==> src/rtl/uart_tx_fifo.sv <==
// uart_tx_fifo: byte FIFO feeding an 8N1 UART transmitter (LSB first, txd idles high).
// rstn is an asynchronous reset that is active HIGH despite its name.
module uart_tx_fifo #(
  parameter int CLK_PER_BIT = 868,
  parameter int FIFO_DEPTH  = 16
) (
  input  logic                          clk,
  input  logic                          rstn,
  input  logic [7:0]                    io_out_data,
  input  logic                          io_out_vld,
  output logic                          io_out_rdy,
  output logic                          txd,
  output logic                          tx_busy,
  output logic [$clog2(FIFO_DEPTH):0]   fifo_count
);

  localparam int AW    = $clog2(FIFO_DEPTH);
  localparam int CNT_W = AW + 1;
  localparam int CW    = $clog2(CLK_PER_BIT);

  localparam logic [CNT_W-1:0] CNT_FULL  = CNT_W'(FIFO_DEPTH);
  localparam logic [CNT_W-1:0] CNT_ONE   = CNT_W'(1'b1);
  localparam logic [CNT_W-1:0] CNT_ZERO  = {CNT_W{1'b0}};
  localparam logic [AW-1:0]    PTR_ONE   = AW'(1'b1);
  localparam logic [CW-1:0]    BAUD_LAST = CW'(CLK_PER_BIT - 1);
  localparam logic [CW-1:0]    BAUD_ONE  = CW'(1'b1);
  localparam logic [CW-1:0]    BAUD_ZERO = {CW{1'b0}};

  typedef enum logic [1:0] {
    S_IDLE  = 2'd0,
    S_START = 2'd1,
    S_DATA  = 2'd2,
    S_STOP  = 2'd3
  } state_t;

  logic [7:0]       r_mem [FIFO_DEPTH];
  logic [AW-1:0]    r_wr_ptr;
  logic [AW-1:0]    r_rd_ptr;
  logic [CNT_W-1:0] r_count;
  logic [CNT_W-1:0] w_count_nxt;
  logic             r_rdy;
  logic             w_push;
  logic             w_pop;
  logic             w_empty;
  logic [7:0]       w_head;

  state_t           r_state;
  state_t           w_state_nxt;
  logic [CW-1:0]    r_baud;
  logic [CW-1:0]    w_baud_nxt;
  logic [2:0]       r_bit;
  logic [2:0]       w_bit_nxt;
  logic [2:0]       w_bit_inc;
  logic [7:0]       r_shift;
  logic [7:0]       w_shift_nxt;
  logic             r_txd;
  logic             w_txd_nxt;
  logic             r_busy;
  logic             w_baud_last;

  assign w_push      = io_out_vld & r_rdy;
  assign w_empty     = (r_count == CNT_ZERO);
  assign w_head      = r_mem[r_rd_ptr];
  assign w_baud_last = (r_baud == BAUD_LAST);
  assign w_bit_inc   = r_bit + 3'd1;

  assign io_out_rdy  = r_rdy;
  assign txd         = r_txd;
  assign tx_busy     = r_busy;
  assign fifo_count  = r_count;

  always_comb begin
    case ({w_push, w_pop})
      2'b10:   w_count_nxt = r_count + CNT_ONE;
      2'b01:   w_count_nxt = r_count - CNT_ONE;
      default: w_count_nxt = r_count;
    endcase
  end

  // Next-state logic; txd is precomputed for the state being entered so it can be registered.
  always_comb begin
    w_state_nxt = r_state;
    w_baud_nxt  = r_baud;
    w_bit_nxt   = r_bit;
    w_shift_nxt = r_shift;
    w_txd_nxt   = r_txd;
    w_pop       = 1'b0;
    case (r_state)
      S_IDLE: begin
        w_baud_nxt = BAUD_ZERO;
        w_bit_nxt  = 3'd0;
        if (!w_empty) begin
          w_pop       = 1'b1;
          w_shift_nxt = w_head;
          w_state_nxt = S_START;
          w_txd_nxt   = 1'b0;
        end else begin
          w_state_nxt = S_IDLE;
          w_txd_nxt   = 1'b1;
        end
      end
      S_START: begin
        if (w_baud_last) begin
          w_state_nxt = S_DATA;
          w_baud_nxt  = BAUD_ZERO;
          w_bit_nxt   = 3'd0;
          w_txd_nxt   = r_shift[0];
        end else begin
          w_baud_nxt  = r_baud + BAUD_ONE;
        end
      end
      S_DATA: begin
        if (w_baud_last) begin
          w_baud_nxt = BAUD_ZERO;
          if (r_bit == 3'd7) begin
            w_state_nxt = S_STOP;
            w_txd_nxt   = 1'b1;
          end else begin
            w_bit_nxt   = w_bit_inc;
            w_txd_nxt   = r_shift[w_bit_inc];
          end
        end else begin
          w_baud_nxt = r_baud + BAUD_ONE;
        end
      end
      S_STOP: begin
        if (w_baud_last) begin
          w_baud_nxt = BAUD_ZERO;
          if (!w_empty) begin
            w_pop       = 1'b1;
            w_shift_nxt = w_head;
            w_state_nxt = S_START;
            w_txd_nxt   = 1'b0;
          end else begin
            w_state_nxt = S_IDLE;
            w_txd_nxt   = 1'b1;
          end
        end else begin
          w_baud_nxt = r_baud + BAUD_ONE;
        end
      end
      default: begin
        w_state_nxt = S_IDLE;
        w_baud_nxt  = BAUD_ZERO;
        w_bit_nxt   = 3'd0;
        w_txd_nxt   = 1'b1;
      end
    endcase
  end

  // FIFO storage carries no reset; occupancy is governed by the pointers and count.
  always_ff @(posedge clk) begin
    if (w_push) begin
      r_mem[r_wr_ptr] <= io_out_data;
    end
  end

  always_ff @(posedge clk or posedge rstn) begin
    if (rstn) begin
      r_wr_ptr <= {AW{1'b0}};
      r_rd_ptr <= {AW{1'b0}};
      r_count  <= CNT_ZERO;
      r_rdy    <= 1'b0;
      r_state  <= S_IDLE;
      r_baud   <= BAUD_ZERO;
      r_bit    <= 3'd0;
      r_shift  <= 8'h00;
      r_txd    <= 1'b1;
      r_busy   <= 1'b0;
    end else begin
      if (w_push) begin
        r_wr_ptr <= r_wr_ptr + PTR_ONE;
      end
      if (w_pop) begin
        r_rd_ptr <= r_rd_ptr + PTR_ONE;
      end
      r_count  <= w_count_nxt;
      r_rdy    <= (w_count_nxt != CNT_FULL);
      r_state  <= w_state_nxt;
      r_baud   <= w_baud_nxt;
      r_bit    <= w_bit_nxt;
      r_shift  <= w_shift_nxt;
      r_txd    <= w_txd_nxt;
      r_busy   <= (w_state_nxt != S_IDLE);
    end
  end

endmodule
==> config.mk <==
export PLATFORM = sky130hd
export DESIGN_NAME = uart_tx_fifo
export DESIGN_NICKNAME = d
export VERILOG_FILES = /design/src/rtl/uart_tx_fifo.sv
export SDC_FILE = /design/constraint.sdc
export NUM_CORES = 1
export LEC_CHECK = 0
export ABC_CLOCK_PERIOD_IN_PS = 4400
export CAP_MARGIN = 0
export CORE_ASPECT_RATIO = 0.7
export CORE_MARGIN = 2
export CORE_UTILIZATION = 30
export DETAILED_ROUTE_END_ITERATION = 7
export HOLD_SLACK_MARGIN = 0.03
export PLACE_DENSITY_LB_ADDON = 0.15
export SETUP_SLACK_MARGIN = 0.2
export SLEW_MARGIN = 20
export SYNTH_ARGS = -nofsm -noshare
export SYNTH_HDL_FRONTEND = slang
export SYNTH_SLANG_ARGS = --single-unit
==> constraint.sdc <==
create_clock -name clk -period 4.4 [get_ports clk]
set_input_delay 0.66 -clock clk [delete_from_list [all_inputs] [get_ports clk]]
set_output_delay 0.66 -clock clk [all_outputs]
set_load 0.02 [all_outputs]
==> impl_metrics.env <==
export IMPL_status="completed"
export IMPL_avgSynthCellArea_um2=18.00
export IMPL_clock_sinks=167
export IMPL_fmax_ghz=0.2991
export IMPL_via_per_inst=4.719
export IMPL_diodes=0
export IMPL_drc_errors=0
export IMPL_worst_pin_slew_ns=0.7400
export IMPL_finalCritPeriodShare=0.7598
export IMPL_cts_resized=0
export IMPL_die_h_um=133.0
export IMPL_cts_root_buf="clkbuf_16"
export IMPL_final_layout_size_suffix_gt1_frac=0.2419
export IMPL_cp_cell_sequence="ha_1 > and4bb_1 > a41oi_4 > nor3_2 > ha_1 > or2b_2 > a2111oi_2 > a2111oi_4 > xnor2_1 > nand4bb_1"
export IMPL_first_iter_violations=371
export IMPL_placed_cell_area_um2=7637
export IMPL_worst_path_max_delay_cell="a2111oi_2"
export IMPL_pin_count=19
export IMPL_grt_util_all_layers=0.1253
export IMPL_regToRegEndpoint="io_out_rdy"
export IMPL_startpoint="r_baud[0]"
export IMPL_clock_skew_ns=0.01120
export IMPL_setup_viol=0
export IMPL_rsz0062_at_grt="no"
export IMPL_worstSetupPathType="reg -> reg"
export IMPL_first_pass_iters=4
export IMPL_hold_class="reg -> reg"
export IMPL_worst_r2r_setup_slack_ns=1.06
export IMPL_period_minus_slack_ns=3.343
export IMPL_rows=47
export IMPL_postCtsSetupRepairBufs=0
export IMPL_cts_buffers_inserted=17
export IMPL_crit_arrival_ns=3.64
export IMPL_synth_fp_nets=422
export IMPL_crit_path_start_kind="flip-flop"
export IMPL_grt_pass1_wl_um=22430
export IMPL_initial_utilization=0.3038
export IMPL_via_count=3549
export IMPL_synth_edff_count=128
export IMPL_worstSkewPairLatency_ns=0.43
export IMPL_p_per_area_nw_per_um2=647.9
export IMPL_critical_path_required_ns=4.69
export IMPL_overflow=0
export IMPL_synth_distinct_cells=56
export IMPL_power_leakage_uw=0.002799
export IMPL_async_reset_ff_frac=0.2335
export IMPL_crit_fanout=9
export IMPL_rr_worst_depth=10
export IMPL_wl_um=14780
export IMPL_critPathCapture="io_out_rdy"
export IMPL_crit_family="simple AND/OR/NAND/NOR gates"
export IMPL_dp_hpwl_um=9517
export IMPL_dp_slack_ns=0.8476
export IMPL_fin_setup_tns_ns=0
export IMPL_timing_slew_headroom=0.5066
export IMPL_synth_warnings=0
export IMPL_drv_slew=0
export IMPL_r2r_start="r_baud[0]"
export IMPL_port_buffers=18
export IMPL_cp_slowest_stage_delay_ns=0.44
export IMPL_grt_pass1_vias=3581
export IMPL_nets=447
export IMPL_final_area_um2=8222
export IMPL_end_kind="flip-flop"
export IMPL_core_um2=23460
export IMPL_worstSetupPathDepth=10
export IMPL_area_delta_synth_final_pct=15.34
export IMPL_gp_congestion=0.7758
export IMPL_finalHoldViolCount=0
export IMPL_cts_hold_buf=0
export IMPL_netlist_area_um2=7128
export IMPL_ys_flop_type="edfxtp_1"
export IMPL_fin_ws_ns=1.057
export IMPL_yosysSeqAreaShare=0.6763
export IMPL_ir_drop_v=0.0002544
export IMPL_wl_per_cell_um=19.65
export IMPL_clockBufferDepth=2
export IMPL_synth_seq_cells=167
export IMPL_maxCapViolations=0
export IMPL_worst_path_most_repeated_cell="ha_1"
export IMPL_h_tree_depth=4
export IMPL_netlist_instances=396
export IMPL_worst_path_buf_inv=0
export IMPL_grt_max_degree=36
export IMPL_die_w_um=188.2
export IMPL_dieArea_um2=25030
export IMPL_clkTransAtPathRegs_ns=0.07
export IMPL_cts_tree="built"
export IMPL_antenna_found_initial=0
export IMPL_antenna_left=0
[power by group]
part / switching (uW) / internal (uW) / total, uW
Sequential: 203 / 1970 / 2170
Clock: 667 / 805 / 1470
Combinational: 843 / 839 / 1680
Total: 1710 / 3610 / 5330
[per-stage QoR]
stage                     hold slack, ns  total power (uW)  std cells  utilization
after floorplan                   0.4552              3437        396            -
after global placement            0.4720              3904        720       0.3255
after detailed placement          0.4945              3933        720       0.3255
after CTS                         0.5045              5414        752       0.3504
after global routing              0.5251              5627        752       0.3504
final                             0.4942              5327        752       0.3504
[layout by cell type, fill, tap and decap left out, drive strengths merged, types with 2 or more instances in the layout]
master,count
dfrtp,38
nand3,12
buf,3
a21oi,7
a2111oi,2
nand2,11
o21ai,9
clkbuf,17
or4,2
clkinv,4
and3,7
a31oi,2
ha,15
nor2,18
nand2b,2
inv,20
and2b,2
xor2,7
nor3b,2
xnor2,11
clkdlybuf4s50,18
edfxtp,128
mux4,42
a21o,2
mux2,13
and2,14
nor3,4
nand4,3
[state kept, by name, indices dropped and copies added (netlist names)]
signal,flops
fifo_count,5
io_out_rdy,1
r_baud,10
r_bit,3
r_mem,128
r_rd_ptr,4
r_shift,8
r_state,2
r_wr_ptr,4
tx_busy,1
txd,1
[kinds of logic after synthesis]
kind of cell	share of synthesized area
AOI/OAI and AO/OA	0.03599
xor gates and xnor gates	0.02212
adders and majority gates	0.02633
buffers and inverters	0.01878
DFF	0.6763
muxes	0.1546
and+or+nand+nor	0.06583
[final cells by class]
type | count | area [um^2]
fill | 2219 | 15240
sequential | 167 | 4822
multi-input combinational | 203 | 2173
clock buffer | 17 | 425.4
tap | 318 | 397.9
timing repair buffer | 21 | 202.7
clock inverter | 15 | 158.9
inverter | 11 | 41.29
[synth_stat cells (2+ instances only)]
library cell  instances  share of area
and2b_2               2         0.0025
mux2_2               13          0.021
and2_1               13          0.011
nor3_2                2         0.0028
edfxtp_1            128           0.54
a21oi_1               7         0.0049
buf_1                 4         0.0021
nand4_1               3         0.0026
a31oi_1               2         0.0018
xnor2_1              11          0.014
nor3_1                2         0.0014
mux4_2               42           0.13
ha_1                 15          0.026
nand2_1              11         0.0058
buf_2                 2         0.0014
o21ai_0               7         0.0049
dfrtp_1              38           0.13
and3_1                7         0.0061
clkbuf_1              3         0.0016
nor2_1               18         0.0095
inv_1                11         0.0058
nand2b_1              2         0.0018
nand3_1              12         0.0084
xor2_1                7         0.0086
buf_4                 3         0.0032
[per-layer routing]
layer / share of wire / global-route usage / wire length (um) / vias up
met2: 0.43 / 0.1755 / 6412 / 41
met4: 0.012 / 0.04549 / 179 / 0
met1: 0.53 / 0.1899 / 7835 / 1887
li1: - / - / - / 1607
met3: 0.023 / 0.02706 / 347 / 14
met5: 0 / 0 / 0 / -
[worst min path at each step]
stage               start          to  slack (ns)  cells after the start
5_1_grt         r_baud[0]   r_baud[0]        0.53                      1
2_1_floorplan   r_baud[0]   r_baud[0]        0.46                      1
3_5_place_dp   r_shift[7]  r_shift[7]        0.49                      1
3_3_place_gp    r_baud[0]   r_baud[0]        0.47                      1
6_report        r_baud[0]   r_baud[0]        0.49                      1
4_1_cts         r_baud[0]   r_baud[0]        0.50                      1
No activity file was read; power rests on OpenSTA's default activity.
